$ cat config.mk
export PLATFORM = sky130hd
export DESIGN_NAME = mesh_router_buffered_flat
export DESIGN_NICKNAME = d
export VERILOG_FILES = /design/src/rtl/router_pkg.sv /design/src/rtl/mesh_router_buffered_if.sv /design/src/rtl/router_fifo.sv /design/src/rtl/mesh_router_buffered.sv /design/src/flat_wrapper.sv
export SDC_FILE = /design/constraint.sdc
export NUM_CORES = 2
export LEC_CHECK = 0
export CORE_AREA = 2 2 566 568
export DETAILED_ROUTE_END_ITERATION = 8
export DIE_AREA = 0 0 568 570
export DONT_BUFFER_PORTS = 1
export PLACE_DENSITY = 0.61
export SYNTH_ARGS = -nofsm -noshare
export SYNTH_HDL_FRONTEND = slang
export SYNTH_SLANG_ARGS = --single-unit
$ cat constraint.sdc
create_clock -name clk -period 5.6 [get_ports clk]
set_input_delay 1.12 -clock clk [delete_from_list [all_inputs] [get_ports clk]]
set_output_delay 1.12 -clock clk [all_outputs]
set_load 0.05 [all_outputs]
$ cat src/rtl/router_pkg.sv
// Shared definitions for the buffered mesh router.
//   N_PORTS      : number of router ports (4 mesh directions + local)
//   P_*          : port index constants
//   port_idx_t   : 3-bit port index type
//   route_port() : dimension-ordered (X then Y) route for one head flit
package router_pkg;

  localparam int N_PORTS     = 5;
  // Coordinates are zero-extended to this width before comparison, so the
  // routing function serves any COORD_W up to this limit.
  localparam int COORD_MAX_W = 16;

  typedef logic [2:0] port_idx_t;

  localparam port_idx_t P_XP    = 3'd0;
  localparam port_idx_t P_XN    = 3'd1;
  localparam port_idx_t P_YP    = 3'd2;
  localparam port_idx_t P_YN    = 3'd3;
  localparam port_idx_t P_LOCAL = 3'd4;

  function automatic port_idx_t route_port(
    input logic [COORD_MAX_W-1:0] dest_x,
    input logic [COORD_MAX_W-1:0] dest_y,
    input logic [COORD_MAX_W-1:0] self_x,
    input logic [COORD_MAX_W-1:0] self_y
  );
    port_idx_t port;
    if (dest_x > self_x)      port = P_XP;
    else if (dest_x < self_x) port = P_XN;
    else if (dest_y > self_y) port = P_YP;
    else if (dest_y < self_y) port = P_YN;
    else                      port = P_LOCAL;
    return port;
  endfunction

endpackage

$ cat src/rtl/mesh_router_buffered_if.sv
// Flit bus of the five-port mesh router.
//   in_data/in_valid/in_ready    : one valid/ready input channel per port
//   out_data/out_valid/out_ready : one valid/ready output channel per port
// Port p occupies bits [p*STREAM_WIDTH +: STREAM_WIDTH] of the data vectors.
//   master : traffic source/sink side (neighbours, test environment)
//   slave  : router side
interface mesh_router_buffered_if #(
  parameter int STREAM_WIDTH = 144
);
  import router_pkg::*;

  logic [N_PORTS*STREAM_WIDTH-1:0] in_data;
  logic [N_PORTS-1:0]              in_valid;
  logic [N_PORTS-1:0]              in_ready;
  logic [N_PORTS*STREAM_WIDTH-1:0] out_data;
  logic [N_PORTS-1:0]              out_valid;
  logic [N_PORTS-1:0]              out_ready;

  modport master (
    output in_data, in_valid, out_ready,
    input  in_ready, out_data, out_valid
  );

  modport slave (
    input  in_data, in_valid, out_ready,
    output in_ready, out_data, out_valid
  );

endinterface

$ cat src/rtl/router_fifo.sv
// Per-input flit FIFO with a combinational head.
//   clk, rst_n : clock, synchronous active-low reset (empties the FIFO)
//   push_i     : write data_i (caller guarantees !full_o)
//   data_i     : flit to write
//   pop_i      : discard the head (caller guarantees !empty_o)
//   head_o     : oldest stored flit
//   full_o     : no free entry
//   empty_o    : no stored flit
module router_fifo #(
  parameter int WIDTH = 144,
  parameter int DEPTH = 4
) (
  input  logic             clk,
  input  logic             rst_n,
  input  logic             push_i,
  input  logic [WIDTH-1:0] data_i,
  input  logic             pop_i,
  output logic [WIDTH-1:0] head_o,
  output logic             full_o,
  output logic             empty_o
);

  localparam int AW = $clog2(DEPTH);

  logic [WIDTH-1:0] mem_q [DEPTH];
  // One extra pointer bit separates "full" from "empty" when the indices match.
  logic [AW:0]      wr_ptr_q, wr_ptr_d;
  logic [AW:0]      rd_ptr_q, rd_ptr_d;

  assign empty_o = (wr_ptr_q == rd_ptr_q);
  assign full_o  = (wr_ptr_q[AW] != rd_ptr_q[AW]) &&
                   (wr_ptr_q[AW-1:0] == rd_ptr_q[AW-1:0]);
  assign head_o  = mem_q[rd_ptr_q[AW-1:0]];

  always_comb begin
    wr_ptr_d = wr_ptr_q;
    rd_ptr_d = rd_ptr_q;
    if (push_i) wr_ptr_d = wr_ptr_q + 1'b1;
    if (pop_i)  rd_ptr_d = rd_ptr_q + 1'b1;
  end

  always_ff @(posedge clk) begin
    if (!rst_n) begin
      wr_ptr_q <= '0;
      rd_ptr_q <= '0;
    end else begin
      wr_ptr_q <= wr_ptr_d;
      rd_ptr_q <= rd_ptr_d;
    end
  end

  always_ff @(posedge clk) begin
    if (push_i) mem_q[wr_ptr_q[AW-1:0]] <= data_i;
  end

endmodule

$ cat src/rtl/mesh_router_buffered.sv
// Buffered five-port 2-D mesh router node.
//   clk, rst_n : clock, synchronous active-low reset
//   bus        : flit bus (slave side), ports 0=+x 1=-x 2=+y 3=-y 4=local
//   err_cnt    : saturating count of heads dropped because they route back
//                out of the port they arrived on
// Each input feeds a FIFO; each FIFO head is routed X-then-Y, and each output
// owns a round-robin arbiter plus a registered output stage.
module mesh_router_buffered
  import router_pkg::*;
#(
  parameter int STREAM_WIDTH = 144,
  parameter int COORD_W      = 2,
  parameter int FIFO_DEPTH   = 4,
  parameter int SELF_X       = 0,
  parameter int SELF_Y       = 0,
  parameter int ERR_CNT_W    = 8
) (
  input  logic                 clk,
  input  logic                 rst_n,
  mesh_router_buffered_if.slave bus,
  output logic [ERR_CNT_W-1:0] err_cnt
);

  logic [N_PORTS-1:0]      fifo_push;
  logic [N_PORTS-1:0]      fifo_pop;
  logic [N_PORTS-1:0]      fifo_full;
  logic [N_PORTS-1:0]      fifo_empty;
  logic [STREAM_WIDTH-1:0] head     [N_PORTS];
  port_idx_t               req_port [N_PORTS];
  logic [N_PORTS-1:0]      drop;
  logic [N_PORTS-1:0]      grant    [N_PORTS];  // grant[o][p]: input p wins output o

  // in_ready is forced low during reset so no flit is taken while flushing.
  assign bus.in_ready = {N_PORTS{rst_n}} & ~fifo_full;
  assign fifo_push    = bus.in_valid & bus.in_ready;

  for (genvar p = 0; p < N_PORTS; p++) begin : g_in
    router_fifo #(
      .WIDTH (STREAM_WIDTH),
      .DEPTH (FIFO_DEPTH)
    ) u_fifo (
      .clk     (clk),
      .rst_n   (rst_n),
      .push_i  (fifo_push[p]),
      .data_i  (bus.in_data[p*STREAM_WIDTH +: STREAM_WIDTH]),
      .pop_i   (fifo_pop[p]),
      .head_o  (head[p]),
      .full_o  (fifo_full[p]),
      .empty_o (fifo_empty[p])
    );
  end

  // Route every head; a mesh input whose head would leave through the same
  // port is a U-turn and is discarded instead of requesting an output.
  always_comb begin
    for (int p = 0; p < N_PORTS; p++) begin
      req_port[p] = route_port(
        COORD_MAX_W'(head[p][STREAM_WIDTH-1 -: COORD_W]),
        COORD_MAX_W'(head[p][STREAM_WIDTH-1-COORD_W -: COORD_W]),
        COORD_MAX_W'(SELF_X),
        COORD_MAX_W'(SELF_Y));
      drop[p] = ~fifo_empty[p] & (p < int'(P_LOCAL)) &
                (req_port[p] == port_idx_t'(p));
    end
  end

  // Each head requests exactly one output, so at most one grant hits an input.
  always_comb begin
    fifo_pop = drop;
    for (int o = 0; o < N_PORTS; o++) fifo_pop = fifo_pop | grant[o];
  end

  for (genvar o = 0; o < N_PORTS; o++) begin : g_out
    logic [N_PORTS-1:0]      cand;
    logic [N_PORTS-1:0]      grant_vec;
    logic                    out_free;
    logic                    any_cand;
    port_idx_t               winner;
    port_idx_t               scan_idx;
    port_idx_t               ptr_q, ptr_d;
    logic                    valid_q, valid_d;
    logic [STREAM_WIDTH-1:0] data_q, data_d;

    always_comb begin
      for (int p = 0; p < N_PORTS; p++) begin
        cand[p] = ~fifo_empty[p] & ~drop[p] & (req_port[p] == port_idx_t'(o));
      end
    end

    assign any_cand = |cand;
    assign out_free = ~valid_q | bus.out_ready[o];

    // Scan from the far end back towards ptr_q so the last hit is the first
    // candidate at or after the pointer.
    always_comb begin
      winner   = ptr_q;
      scan_idx = ptr_q;
      for (int k = N_PORTS - 1; k >= 0; k--) begin
        scan_idx = port_idx_t'((int'(ptr_q) + k) % N_PORTS);
        if (cand[scan_idx]) winner = scan_idx;
      end
    end

    always_comb begin
      grant_vec = '0;
      if (out_free && any_cand) grant_vec[winner] = 1'b1;
    end

    assign grant[o] = grant_vec;

    always_comb begin
      ptr_d   = ptr_q;
      valid_d = valid_q;
      data_d  = data_q;
      if (out_free) begin
        valid_d = any_cand;
        if (any_cand) begin
          data_d = head[winner];
          ptr_d  = (winner == P_LOCAL) ? P_XP : winner + 3'd1;
        end
      end
    end

    always_ff @(posedge clk) begin
      if (!rst_n) begin
        ptr_q   <= P_XP;
        valid_q <= 1'b0;
        data_q  <= '0;
      end else begin
        ptr_q   <= ptr_d;
        valid_q <= valid_d;
        data_q  <= data_d;
      end
    end

    assign bus.out_valid[o]                                = valid_q;
    assign bus.out_data[o*STREAM_WIDTH +: STREAM_WIDTH]    = data_q;
  end

  // Up to four U-turns can be dropped in one cycle; all of them are counted.
  logic [2:0]           n_drop;
  logic [ERR_CNT_W+2:0] err_sum;
  logic [ERR_CNT_W-1:0] err_cnt_q, err_cnt_d;

  always_comb begin
    n_drop = '0;
    for (int p = 0; p < N_PORTS; p++) n_drop = n_drop + {2'b00, drop[p]};
    err_sum   = {3'b000, err_cnt_q} + {{ERR_CNT_W{1'b0}}, n_drop};
    err_cnt_d = (err_sum[ERR_CNT_W+2:ERR_CNT_W] != 3'b000) ? '1
                                                           : err_sum[ERR_CNT_W-1:0];
  end

  always_ff @(posedge clk) begin
    if (!rst_n) err_cnt_q <= '0;
    else        err_cnt_q <= err_cnt_d;
  end

  assign err_cnt = err_cnt_q;

endmodule

$ cat src/flat_wrapper.sv
// flat-port wrapper written by rule: the top's interface ports become plain ports
module mesh_router_buffered_flat import router_pkg::*;
#(
  parameter int STREAM_WIDTH = 144,
  parameter int COORD_W      = 2,
  parameter int FIFO_DEPTH   = 4,
  parameter int SELF_X       = 0,
  parameter int SELF_Y       = 0,
  parameter int ERR_CNT_W    = 8
)
  (clk, rst_n, err_cnt, bus_in_data, bus_in_valid, bus_out_ready, bus_in_ready, bus_out_data, bus_out_valid);
  mesh_router_buffered_if #(.STREAM_WIDTH(STREAM_WIDTH)) bus_i ();
  input  logic clk;
  input  logic rst_n;
  output logic [ERR_CNT_W-1:0] err_cnt;
  input wire logic [$bits(bus_i.in_data)-1:0] bus_in_data;
  input wire logic [$bits(bus_i.in_valid)-1:0] bus_in_valid;
  input wire logic [$bits(bus_i.out_ready)-1:0] bus_out_ready;
  output wire logic [$bits(bus_i.in_ready)-1:0] bus_in_ready;
  output wire logic [$bits(bus_i.out_data)-1:0] bus_out_data;
  output wire logic [$bits(bus_i.out_valid)-1:0] bus_out_valid;
  assign bus_i.in_data = bus_in_data;
  assign bus_i.in_valid = bus_in_valid;
  assign bus_i.out_ready = bus_out_ready;
  assign bus_in_ready = bus_i.in_ready;
  assign bus_out_data = bus_i.out_data;
  assign bus_out_valid = bus_i.out_valid;
  mesh_router_buffered #(.STREAM_WIDTH(STREAM_WIDTH), .COORD_W(COORD_W), .FIFO_DEPTH(FIFO_DEPTH), .SELF_X(SELF_X), .SELF_Y(SELF_Y), .ERR_CNT_W(ERR_CNT_W)) u_core (.clk(clk), .rst_n(rst_n), .bus(bus_i), .err_cnt(err_cnt));
endmodule
# Yosys cells after proc, flatten, opt, wreduce, memory -nomap -nowiden
# Memories as Yosys holds them, arrays and structs flattened. A register that Yosys moved wholly into a read port is not among the register bits.
# Index checks and enable logic that the tools add are counted.
# classes
addsub	39
multipliers	0
div	25
order_cmp	50
eq_ne	40
n_shift	0
mux	141
bitwise	65
n_reduce_logical	31
# op_table
operator	n
144-bit binary-select mux with 3-bit select	5
144-bit 2-to-1 mux	10
32-bit by 4-bit remainder unit with 32-bit output, second input constant	20
4-bit by 4-bit remainder unit with 32-bit output, second input constant	5
3-bit by 4-bit < comparator with 1-bit output, second input constant	30
3-bit 2-to-1 mux	40
1-bit binary-select mux with 3-bit select	25
3-bit by 1-bit adder with 3-bit output, second input constant	15
3-bit by 2-bit adder with 4-bit output, second input constant	10
1-bit 2-to-1 mux	40
1-bit bitwise AND	33
3-bit by 2-bit == test with 1-bit output, second input constant	10
3-bit == test, second input constant	10
5-bit 2-to-1 mux	5
5-bit OR reduction	5
3-bit by 1-bit adder with 4-bit output, second input constant	5
3-bit by 3-bit adder with 4-bit output, second input constant	5
4-bit >= comparator, second input constant	5
2-bit by 1-bit greater-than comparator with 1-bit output, second input constant	10
2-bit 2-to-1 mux	10
3-bit inverter with 4-bit output	5
5-bit OR	4
1-bit demux with 3-bit select	5
3-bit by 1-bit == test with 1-bit output, second input constant	5
17 further kinds	74
# word_totals
ff_bits	778
latchBits	0
ram_bits	2880
rom_bits	0
in_bits	732
output_inout_bits	738
wordCells	422
mem_count	5
# memory_table
memory	words	width	read_ports	rd_clocked_by_memory_dff	write_ports	line	rtl
u_core.g_in[0].u_fifo.mem_q	4	144	1	1	1	router_fifo.sv:25	logic [WIDTH-1:0] mem_q [DEPTH];
u_core.g_in[1].u_fifo.mem_q	4	144	1	1	1	router_fifo.sv:25	
u_core.g_in[2].u_fifo.mem_q	4	144	1	1	1	router_fifo.sv:25	
u_core.g_in[3].u_fifo.mem_q	4	144	1	1	1	router_fifo.sv:25	
u_core.g_in[4].u_fifo.mem_q	4	144	1	1	1	router_fifo.sv:25	

# Depth between registers and ports, before layout
# logic_depth
ltp_word	27
ltp_mapped	25
ltp_nobuf	22

# Cells and area by module
# Synthesis repeated with hierarchy kept, for this count alone.
# unflattened
hier_cells	8769
hier_area_um2	143716.6
# by_module_without_submodules
mod	instances	cells_each	area_per_inst_um2	seq_area_each_um2
router_fifo	5	793	21146.5	17456.7
mesh_router_buffered	1	4804	37983.9	9048.7

# Worst setup path before layout
# OpenSTA, ideal clock, no wires.
# synth_timing
kind	input -> register
startpoint	input rst_n
endpoint	memory u_core.g_in[1].u_fifo.mem_q[3][0], enable pin
setup_ns	0.524
arrival_time_ns	5.944
required_time_ns	5.076
path_slack_ns	-0.867
cell_stages	4
path_buffers	1
cell_sequence	inv_1 -> clkbuf_1 -> a31oi_1 -> and3_1
# synth_between
elab_chain_len	4
# synth_rtl
item	line	rtl
start, declared	flat_wrapper.sv:14	input logic rst_n;
5-bit bitwise AND	mesh_router_buffered.sv:34	assign bus.in_ready = {N_PORTS{rst_n}} & ~fifo_full;
net bus_in_ready[1]	flat_wrapper.sv:19	output wire logic [$bits(bus_i.in_ready)-1:0] bus_in_ready;
5-bit bitwise AND	mesh_router_buffered.sv:35	assign fifo_push = bus.in_valid & bus.in_ready;
1-bit 2-to-1 mux	router_fifo.sv:53	if (push_i) mem_q[wr_ptr_q[AW-1:0]] <= data_i;
1-bit 2-to-1 mux (not written as such)	router_fifo.sv:53	
end, declared	router_fifo.sv:25	
# The timed path passes the listed nets, and every way through them passes these cells.

# Worst setup path in the final report
# layout_timing
startpoint	register u_core.g_out[4].ptr_q[1]
endpoint	register u_core.g_out[4].data_q[31]
# layout_between
elab_chain_len	13
elab_cells_between_ends	28
classes_between	4 x add/sub; 5 x div; 18 x mux; 1 x bitwise
# layout_rtl
item	line	rtl
start, declared	mesh_router_buffered.sv:80	port_idx_t ptr_q, ptr_d;
start signal, assigned	mesh_router_buffered.sv:130	ptr_q <= ptr_d;
3-bit by 3-bit adder with 4-bit output	mesh_router_buffered.sv:99	scan_idx = port_idx_t'((int'(ptr_q) + k) % N_PORTS);
32-bit by 4-bit remainder unit with 32-bit output	mesh_router_buffered.sv:99	
1-bit binary-select mux with 3-bit select	mesh_router_buffered.sv:100	if (cand[scan_idx]) winner = scan_idx;
1-bit 2-to-1 mux (not written as such)	mesh_router_buffered.sv:100	
3-bit 2-to-1 mux (4 in a row)	mesh_router_buffered.sv:100	
3-bit 2-to-1 mux (*)	mesh_router_buffered.sv:100	
3-bit inverter with 4-bit output (not written as such) (*)	mesh_router_buffered.sv:118	data_d = head[winner];
144-bit binary-select mux with 3-bit select (*)	mesh_router_buffered.sv:118	
144-bit 2-to-1 mux (not written as such) (*) (2 in a row)	mesh_router_buffered.sv:118	
end signal, assigned	mesh_router_buffered.sv:132	data_q <= data_d;
end, declared	mesh_router_buffered.sv:82	logic [STREAM_WIDTH-1:0] data_q, data_d;
# Mark *: on every way between the ends. The rest lies on a longest branch, timed or not. The select of a mux whose other input is x is not followed.
# A chain may end at the register's enable or synchronous reset.

==> impl_metrics.ini <==
[critical_path]
crit_top_cell = ha_1
critPathLaunchType = flop
timing.rr.end = u_core.g_out[4].data_q[31]
required_ps = 6500
worstPathMaxFanout = 55
crit_buf_inv = 5
crit_family = compound AO/OA/AOI/OAI gates
slowest_stage = or3b_2
cp-endpoint = u_core.g_out[4].data_q[31]
r2r_slack_ps = 270
crit_type = reg -> reg
critPathCaptureType = flop
reg2reg_depth = 21
startpoint = u_core.g_out[4].ptr_q[1]
reg2reg_from = u_core.g_out[4].ptr_q[1]
crit_chain = buf_4, ha_1, xor2_1, inv_1, ha_1, inv_1, ha_1, and4b_1, a311oi_1, a211oi_1, or3b_2, a211o_1, o311a_1, o211a_1, a221o_1, or2_1, nor3_4, buf_12, buf_12, a221o_1, o22a_1
critical_path_depth = 21
max_stage_delay_ps = 530
arrival_ps = 6230

[routing]
wl_per_cell_um = 40.2
drt_iter0_markers = 12300
first_pass_iters = 9
viasPerCell = 6.57
vias = 87000
antenna_left = 0
drc = 0
wl_um = 532000

[clock_tree]
htree_levels = 5
cts_tree = yes
insertion_delay_ps = 990
cts_root_buffer = clkbuf_16
numCtsBuffers = 353
cts_buffer_depth = 4
clkTransAtPathRegs_ps = 70
clock_sinks = 3372

[die]
core-area_um2 = 317000
num_rows = 207
die-area_um2 = 324000
start_util_pct = 44.8
die_w_um = 568
ios = 1470
die_h_um = 570

[flow_run]
maxCapViolCount = 0

[finish]
fin_util_pct = 51.0
synthToLayoutAreaGrowth_pct = 13.8
drive_above_1_share_pct = 22.7
fill_cells = 25700
instances_no_fill = 13200
nets = 9536
fin_area_um2 = 162000

[global_routing]
grt_max_degree = 205
antenna_found_initial = 39
grtUsageTotal_pct = 32.0
grt_overflow = 0
grt_pass1_wl_um = 715000
grt_pass1_vias = 84800

[yosys]
ys_seq_area_share_pct = 67.8
syn-cell-area_um2 = 142000
syn_area_per_cell_um2 = 16.9
async_reset_ff_share_pct = 0
synth_top_cell_area_share_pct = 60.8
ys.flop_type = edfxtp_1
synth_top_cell_by_area = edfxtp_1
ys_types = 89
postSynthCellCount = 8431
yosys-top-cells-area = edfxtp_1, mux4_2, dfxtp_1
yosys_warnings = 0
ys_ff_latch = 3372
synth_edf_count = 2880

[min_path]
hp-class = in -> reg

[placed_design]
portBuffers = 0
place_inst = 12500
dp_hpwl_um = 366000
place_area_um2 = 150000
gp_congestion = 0.882
dp_slack_ps = 75.5

[sta]
period_minus_slack_ps = 5330
max_slew_margin_pct = 10.0
fmax_mhz = 188
skew_ps = 52.9
fin_crit_sh_pct = 95.2
hold_viol = 0
finalSetupViolCount = 0
slew_violations = 0
layout_setup_ws_ps = 271
tightest_slew_ps = 1350

[outcome]
outcome = completed

[pwr]
p_per_area_nw_per_um2 = 734
peakVddDrop_mv = 1.04
p_leak_nw = 53.8
-- Yosys cell counts, types with 47 or more instances --
library cell,instances
nand3_1,62
a22oi_1,105
xnor2_1,47
o2bb2ai_1,142
a222oi_1,72
nand2_1,222
mux4_2,720
ha_1,92
o22a_1,145
buf_4,301
a221o_1,163
mux2_2,197
mux2i_1,520
inv_1,56
a21oi_1,255
nor2_1,392
edfxtp_1,2880
clkbuf_1,475
buf_1,58
dfxtp_1,492
o21ai_0,466
-- how the worst min path moves through the flow --
stage / start / to / slack (ps) / cells after the start
2_1_floorplan: u_core.g_in[0].u_fifo.rd_ptr_q[1] / flop / 480 / 2
3_3_place_gp: u_core.g_out[0].ptr_q[0] / u_core.g_out[0].ptr_q[0] / 490 / 2
3_5_place_dp: u_core.g_in[0].u_fifo.rd_ptr_q[1] / flop / 490 / 2
4_1_cts: bus_in_data[494] / u_core.g_in[3].u_fifo.mem_q[3][62] / 160 / 0
5_1_grt: bus_in_data[367] / u_core.g_in[2].u_fifo.mem_q[3][79] / 190 / 0
6_report: bus_in_data[221] / u_core.g_in[1].u_fifo.mem_q[0][77] / 220 / 0
-- repair_timing --
item                       CTS  global route
gates resized for setup      0            24
setup endpoints to repair    0           397
setup buffers                0             6
hold buffers                 0             0
hold endpoints to repair     0             0
-- registers in the layout, indices dropped and copies added (netlist names), named ones only --
signal and cells:
u_core.g_in.u_fifo.mem_q 2880, u_core.g_out.data_q 432, u_core.g_in.u_fifo.rd_ptr_q 15, u_core.g_in.u_fifo.wr_ptr_q 15
u_core.g_out.ptr_q 9, u_core.err_cnt 8, u_core.g_out.valid_q 3
-- routing by layer --
| layer | up-vias | GRT usage (%) | wire, µm | share of wire [%] |
|---|---|---|---|---|
| met4 | 10 | 15.8 | 30400 | 5.7 |
| li1 | 34300 | - | - | - |
| met5 | - | 0 | 67 | 0.013 |
| met1 | 45400 | 39.0 | 188000 | 35 |
| met3 | 1233 | 13.1 | 73300 | 14 |
| met2 | 6074 | 49.2 | 240000 | 45 |
-- cells by family after synthesis --
family                     Yosys count  synth area share (%)
AOI/OAI and AO/OA                 1674                  8.40
muxes                             1437                  16.6
adders and majority gates           93                 0.824
and+or+nand+nor                    855                  2.68
buffers and inverters              933                  3.29
xor gates and xnor gates            66                 0.407
other                                1               0.00264
DFF                               3372                  67.8
-- placed cells by master (no fill, tap or decap), drive strengths merged, types with 62 or more instances in the layout --
cell and n:
a221o 163, dfxtp 492, mux2i 520, nand3 62, nand2 222, nor2 392
a222oi 72, inv 73, edfxtp 2880, buf 503, a22oi 105, mux2 197
ha 92, o2bb2ai 142, clkinv 141, conb 290, o22a 145, clkbuf 478
mux4 720, o21ai 469, a21oi 255
-- cell type report --
type | count | area (µm²) | area share, %
diodes | 51 | 128 | 0.0789
clock buffers | 478 | 9710 | 6.00
clock inverters | 177 | 1770 | 1.10
inverters | 66 | 264 | 0.163
multi-input cells | 4415 | 42700 | 26.4
flip-flops and latches | 3372 | 96400 | 59.6
well taps | 4180 | 5230 | 3.23
repair buffers | 503 | 5530 | 3.42
-- worst register-to-register path, delay by kind of cell (launching register included) --
family          cells  cell delay, ps
compound gates      8            2170
simple gates        4            1160
buf+inv             5             790
fa+ha+maj           3             550
flops               1             340
xor+xnor            1             280
-- report_power, final --
group	internal (mW)	switching (mW)	leakage, nW	total, mW
Clock	13.1	10.2	5.59	23.3
Combinational	23.4	37.4	18.0	60.7
Sequential	29.2	5.46	30.2	34.6
Total	65.6	53.0	53.8	119
-- metrics by stage --
| stage | hold WS (ps) | power, mW | setup TNS [ps] |
|---|---|---|---|
| floorplan | 481 | 68.7 | 0 |
| global placement | 489 | 93.2 | 0 |
| detailed placement | 491 | 93.8 | 0 |
| CTS | 163 | 117 | 0 |
| global route | 186 | 122 | -5.79 |
| finish | 225 | 119 | 0 |
No activity file was read; power rests on OpenSTA's default activity.
